--- src/rtl/fb_dump_pkg.sv ---
// Shared types and defaults for the frame-buffer UART dump engine.
// Contents: NES frame geometry, default sync header bytes, the colour-index
// type shared with vga_fb, and the dump FSM state encoding.
// Optional feature macro: FB_DUMP_CSUM_EN adds the CSUM state.
package fb_dump_pkg;

  localparam int unsigned NES_H_PIX = 256;
  localparam int unsigned NES_V_PIX = 240;

  localparam logic [7:0] FB_SYNC0 = 8'hA5;
  localparam logic [7:0] FB_SYNC1 = 8'h5A;

  typedef logic [5:0] color_idx_t;

  typedef enum logic [2:0] {
    ST_IDLE = 3'd0,
    ST_HDR0 = 3'd1,
    ST_HDR1 = 3'd2,
    ST_RD   = 3'd3,
    ST_CAP  = 3'd4,
    ST_SEND = 3'd5,
`ifdef FB_DUMP_CSUM_EN
    ST_CSUM = 3'd6,
`endif
    ST_FIN  = 3'd7
  } fb_dump_state_t;

endpackage

--- src/rtl/fb_uart_dump.sv ---
// Frame-buffer readback engine: on start, sends a two-byte sync header, then
// reads every pixel of the frame buffer in raster order and sends each 6-bit
// colour index as one byte over a valid/ready UART TX interface.
// Optional feature macro: FB_DUMP_CSUM_EN appends a mod-256 sum of all pixel
// bytes after the last pixel.
// Ports:
//   clk, rst               clock, asynchronous active-high reset
//   start, abort           dump request pulse, level abort at byte boundaries
//   busy, done             dump in progress, one-cycle completion pulse
//   fb_rd_en/x/y, fb_rd_data  frame buffer read port (data 1 cycle after en)
//   tx_data, tx_valid, tx_ready  byte stream to the UART transmitter
module fb_uart_dump
  import fb_dump_pkg::*;
#(
  parameter int unsigned H_PIX = NES_H_PIX,
  parameter int unsigned V_PIX = NES_V_PIX,
  parameter logic [7:0]  SYNC0 = FB_SYNC0,
  parameter logic [7:0]  SYNC1 = FB_SYNC1
) (
  input  logic       clk,
  input  logic       rst,
  input  logic       start,
  input  logic       abort,
  output logic       busy,
  output logic       done,
  output logic       fb_rd_en,
  output logic [7:0] fb_rd_x,
  output logic [7:0] fb_rd_y,
  input  logic [5:0] fb_rd_data,
  output logic [7:0] tx_data,
  output logic       tx_valid,
  input  logic       tx_ready
);

  localparam logic [7:0] X_LAST = 8'(H_PIX - 1);
  localparam logic [7:0] Y_LAST = 8'(V_PIX - 1);

  fb_dump_state_t state;
  logic [7:0]     x_cnt;
  logic [7:0]     y_cnt;
`ifdef FB_DUMP_CSUM_EN
  logic [7:0]     csum;
`endif

  logic           hs;
  logic           last_x;
  logic           last_pix;
  logic [7:0]     nx;
  logic [7:0]     ny;
  color_idx_t     pix;

  // Raster-order successor of the current pixel.
  always_comb begin
    hs       = tx_valid && tx_ready;
    last_x   = (x_cnt == X_LAST);
    last_pix = last_x && (y_cnt == Y_LAST);
    nx       = last_x ? 8'd0 : x_cnt + 8'd1;
    ny       = last_x ? y_cnt + 8'd1 : y_cnt;
    pix      = fb_rd_data;
  end

  // Dump FSM with registered outputs. done and fb_rd_en default low so they
  // are high only for the single cycle spent in FIN and RD respectively.
  always_ff @(posedge clk or posedge rst) begin
    if (rst) begin
      state    <= ST_IDLE;
      busy     <= 1'b0;
      done     <= 1'b0;
      fb_rd_en <= 1'b0;
      fb_rd_x  <= 8'd0;
      fb_rd_y  <= 8'd0;
      tx_data  <= 8'd0;
      tx_valid <= 1'b0;
      x_cnt    <= 8'd0;
      y_cnt    <= 8'd0;
`ifdef FB_DUMP_CSUM_EN
      csum     <= 8'd0;
`endif
    end else begin
      done     <= 1'b0;
      fb_rd_en <= 1'b0;
      case (state)
        // abort is deliberately not looked at here: start wins
        ST_IDLE: begin
          if (start) begin
            state    <= ST_HDR0;
            busy     <= 1'b1;
            tx_valid <= 1'b1;
            tx_data  <= SYNC0;
            x_cnt    <= 8'd0;
            y_cnt    <= 8'd0;
`ifdef FB_DUMP_CSUM_EN
            csum     <= 8'd0;
`endif
          end
        end
        ST_HDR0: begin
          if (hs) begin
            if (abort) begin
              state    <= ST_IDLE;
              busy     <= 1'b0;
              tx_valid <= 1'b0;
            end else begin
              state   <= ST_HDR1;
              tx_data <= SYNC1;
            end
          end
        end
        ST_HDR1: begin
          if (hs) begin
            tx_valid <= 1'b0;
            if (abort) begin
              state <= ST_IDLE;
              busy  <= 1'b0;
            end else begin
              state    <= ST_RD;
              fb_rd_en <= 1'b1;
              fb_rd_x  <= x_cnt;
              fb_rd_y  <= y_cnt;
            end
          end
        end
        ST_RD: begin
          if (abort) begin
            state <= ST_IDLE;
            busy  <= 1'b0;
          end else begin
            state <= ST_CAP;
          end
        end
        ST_CAP: begin
          if (abort) begin
            state <= ST_IDLE;
            busy  <= 1'b0;
          end else begin
            state    <= ST_SEND;
            tx_data  <= {2'b00, pix};
            tx_valid <= 1'b1;
`ifdef FB_DUMP_CSUM_EN
            csum     <= csum + {2'b00, pix};
`endif
          end
        end
        ST_SEND: begin
          if (hs) begin
            tx_valid <= 1'b0;
            if (abort) begin
              state <= ST_IDLE;
              busy  <= 1'b0;
            end else if (last_pix) begin
`ifdef FB_DUMP_CSUM_EN
              state    <= ST_CSUM;
              tx_valid <= 1'b1;
              tx_data  <= csum;
`else
              state    <= ST_FIN;
              done     <= 1'b1;
`endif
            end else begin
              state    <= ST_RD;
              x_cnt    <= nx;
              y_cnt    <= ny;
              fb_rd_en <= 1'b1;
              fb_rd_x  <= nx;
              fb_rd_y  <= ny;
            end
          end
        end
`ifdef FB_DUMP_CSUM_EN
        ST_CSUM: begin
          if (hs) begin
            tx_valid <= 1'b0;
            if (abort) begin
              state <= ST_IDLE;
              busy  <= 1'b0;
            end else begin
              state <= ST_FIN;
              done  <= 1'b1;
            end
          end
        end
`endif
        ST_FIN: begin
          state <= ST_IDLE;
          busy  <= 1'b0;
        end
        default: begin
          state    <= ST_IDLE;
          busy     <= 1'b0;
          tx_valid <= 1'b0;
        end
      endcase
    end
  end

endmodule

--- config.mk ---
export PLATFORM = sky130hd
export DESIGN_NAME = fb_uart_dump
export DESIGN_NICKNAME = d
export VERILOG_FILES = /design/src/rtl/fb_dump_pkg.sv /design/src/rtl/fb_uart_dump.sv
export SDC_FILE = /design/constraint.sdc
export NUM_CORES = 1
export LEC_CHECK = 0
export CAP_MARGIN = 20
export CELL_PAD_IN_SITES_DETAIL_PLACEMENT = 1
export CELL_PAD_IN_SITES_GLOBAL_PLACEMENT = 1
export CORE_ASPECT_RATIO = 1.1
export CORE_MARGIN = 4
export CORE_UTILIZATION = 40
export DETAILED_ROUTE_END_ITERATION = 8
export PLACE_DENSITY_LB_ADDON = 0.1
export SLEW_MARGIN = 20
export SYNTH_ARGS = -nofsm -noshare
export SYNTH_HDL_FRONTEND = slang
export SYNTH_SLANG_ARGS = --single-unit
--- constraint.sdc ---
create_clock -name clk -period 2.3 [get_ports clk]
set_clock_uncertainty 0.05 [all_clocks]
set_input_delay 0.345 -clock clk [delete_from_list [all_inputs] [get_ports clk]]
set_output_delay 0.345 -clock clk [all_outputs]
set_load 0.05 [all_outputs]
==> metrics.cfg <==
[worst_setup_path]
reg2regPathDepth = 8
endpoint_kind = register
r2r_end = y_cnt[5]$_DFFE_PP0P_
r2r_start = x_cnt[0]$_DFFE_PP0P_
endpoint = y_cnt[5]$_DFFE_PP0P_
start_kind = register
startpoint = x_cnt[0]$_DFFE_PP0P_
critPathKind = reg -> reg
arrival_ps = 2220
r2r_slack_ps = 210
cp.required_ps = 2430
worstPathMaxFanout = 6

[drt]
vias = 2361
dr.pass1.iters = 4
met2_length_microns = 3470
first_iter_violations = 85
drt-met1-wl_microns = 3100
route.met3.wl_microns = 277
via_per_inst = 5.68
drtAntennaViolNets = 0
drt_wl_total_microns = 6920
drcViolationCount = 0
wire_per_inst_microns = 16.6
top_layer_used = met4

[logic_synthesis]
synth-main-ff-cell = dfrtp_1
synth.net_count = 299
synth_cell_types = 54
synthesis.area_sq_um = 2560
syn_avg_cell_area_sq_um = 8.96
ys_seq_area_frac = 0.459
synthArstFlopShare = 1.00
synth_cells = 286
synth_seq_cells = 47
synth-edff-count = 0
yosys_warnings = 0

[clock_tree]
clk_pin_slew_worst_paths_ps = 90
clk_latency_ps = 300
ctsHoldBuffers = 0
post-cts-setup-buffers = 0
ctsResizeCount = 0
cts_root_buffer = clkbuf_8
cts_tree = built
cts_buffers = 5
clock-sinks = 47
cts_max_path_buffers = 2
h-tree-depth = 2

[global_route]
antenna_found_initial = 0
grt_max_degree = 34
grt_pass1_wl_microns = 11700
grt_overflow = 0
track_usage = 0.185
grt_pass1_vias = 2440

[timing]
relSlewSlack = 0.642
drv_slew = 0
tns_ps = 0
max_slew.worst_pin.slew_ps = 536
worst_slack_ps = 210
rsz0062_at_grt = false
layout_min_cycle_time_ps = 2090
hold_viol_final = 0
fin_crit_sh = 0.909
fmax_mhz = 478
setup_viol = 0

[floorplanning]
io_pins = 39
start_util = 0.414
rows = 30
fp.dieH_microns = 92.0
die-width_microns = 84.3
core_sq_um = 6190
dieArea_sq_um = 7760

[outcome]
status = completed

[layout]
final_cell_mix = dfrtp_1 (47), a21oi_1 (38), clkdlybuf4s50_1 (38)
final_common_cell = dfrtp_1
diodes = 0
area_growth_pct = 27.8
fillers = 739
multiInputGateArea_sq_um = 1290
seq_area_sq_um = 1180
nNetsFinal = 348
drive_above_1_share = 0.122

[run]
max_cap_viol_count = 0

[placed_design]
place.gp.congestion = 0.816
dp_slack_ps = 172
hpwl_microns = 4950
port_buffers = 38

[min_path]
hp-class = in -> async

[pwr]
p_per_area_nw_per_um2 = 1190
ir_drop_v = 0.000745
p_leak_nw = 1.37

metrics by stage:
step	cells	hold slack (ps)	area (sq um)	utilization	total power (W)
after floorplan	286	460	2560	-	0.00263
after global placement	408	414	3170	0.512	0.00333
after detailed placement	408	419	3170	0.512	0.00337
after CTS	416	361	3280	0.529	0.00394
after global routing	416	391	3280	0.529	0.00414
final	416	345	3280	0.529	0.00390
power breakdown:
group / internal, W / leakage, nW / switching (W)
registers: 0.00107 / 0.610 / 0.000161
clock network: 0.000274 / 0.0505 / 0.000290
logic: 0.000731 / 0.708 / 0.00138
Yosys cell counts (3+ instances only):
master	n	area share
xnor2_1	6	0.020
inv_1	4	0.0059
o21ai_1	6	0.012
o21ai_0	20	0.039
buf_2	10	0.020
nand2_1	30	0.044
o31ai_1	5	0.015
nor2_1	29	0.042
nand2b_1	6	0.015
a21oi_1	38	0.074
nor2b_1	3	0.0073
nor3_1	5	0.0098
nand4_1	3	0.0073
dfrtp_1	47	0.46
and3_1	4	0.0098
o21a_1	3	0.0088
clkbuf_1	7	0.010
xor2_1	3	0.010
nand3_1	9	0.018
o41ai_1	4	0.014
a31oi_1	6	0.015
cells by family after synthesis:
logic type | share of synthesized area
AO/OA/AOI/OAI | 0.224
multiplexers | 0.00830
adder cells (fa/ha/maj) | 0.00976
XOR/XNOR | 0.0307
buffers and inverters | 0.0405
flip-flops | 0.459
AND/OR/NAND/NOR | 0.228
final cells by class:
cell class                      count  area share
Clock inverter                      1     0.00229
Timing Repair Buffer               61       0.180
Multi-Input combinational cell    216       0.394
Tap cell                           80      0.0305
Clock buffer                        7      0.0294
Sequential cell                    47       0.359
Inverter                            4     0.00458
sequential cells by signal, indices dropped and copies added (netlist names):
signal and flops:
x_cnt 8, y_cnt 8, fb_rd_x 8, busy 1
tx_data 8, tx_valid 1, done 1, fb_rd_en 1
fb_rd_y 8, state 3
routing by layer:
layer / track usage / up-vias
met1: 0.225 / 1166
met4: 0.0475 / 0
met5: 0 / -
met3: 0.0386 / 8
met2: 0.332 / 52
li1: - / 1135
worst min path at each step:
stage                            from                      to  cells past startpoint
3_3_place_gp   tx_data[7]$_DFFE_PP0P_  tx_data[7]$_DFFE_PP0P_                      1
3_5_place_dp   tx_data[7]$_DFFE_PP0P_  tx_data[7]$_DFFE_PP0P_                      1
4_1_cts                           rst    tx_valid$_DFFE_PP0P_                      2
2_1_floorplan    y_cnt[2]$_DFFE_PP0P_    y_cnt[2]$_DFFE_PP0P_                      1
6_report                          rst          done$_DFF_PP0_                      2
5_1_grt                           rst          done$_DFF_PP0_                      2
worst max-delay path, cell delays in order (launching register included):
cell	delay, ps
dfrtp_1	450
ha_1	220
nand3_2	130
buf_4	190
nor2_1	390
buf_4	220
a21oi_1	70
o21ai_1	150
o41ai_1	90
No activity file was read; power rests on OpenSTA's default activity.
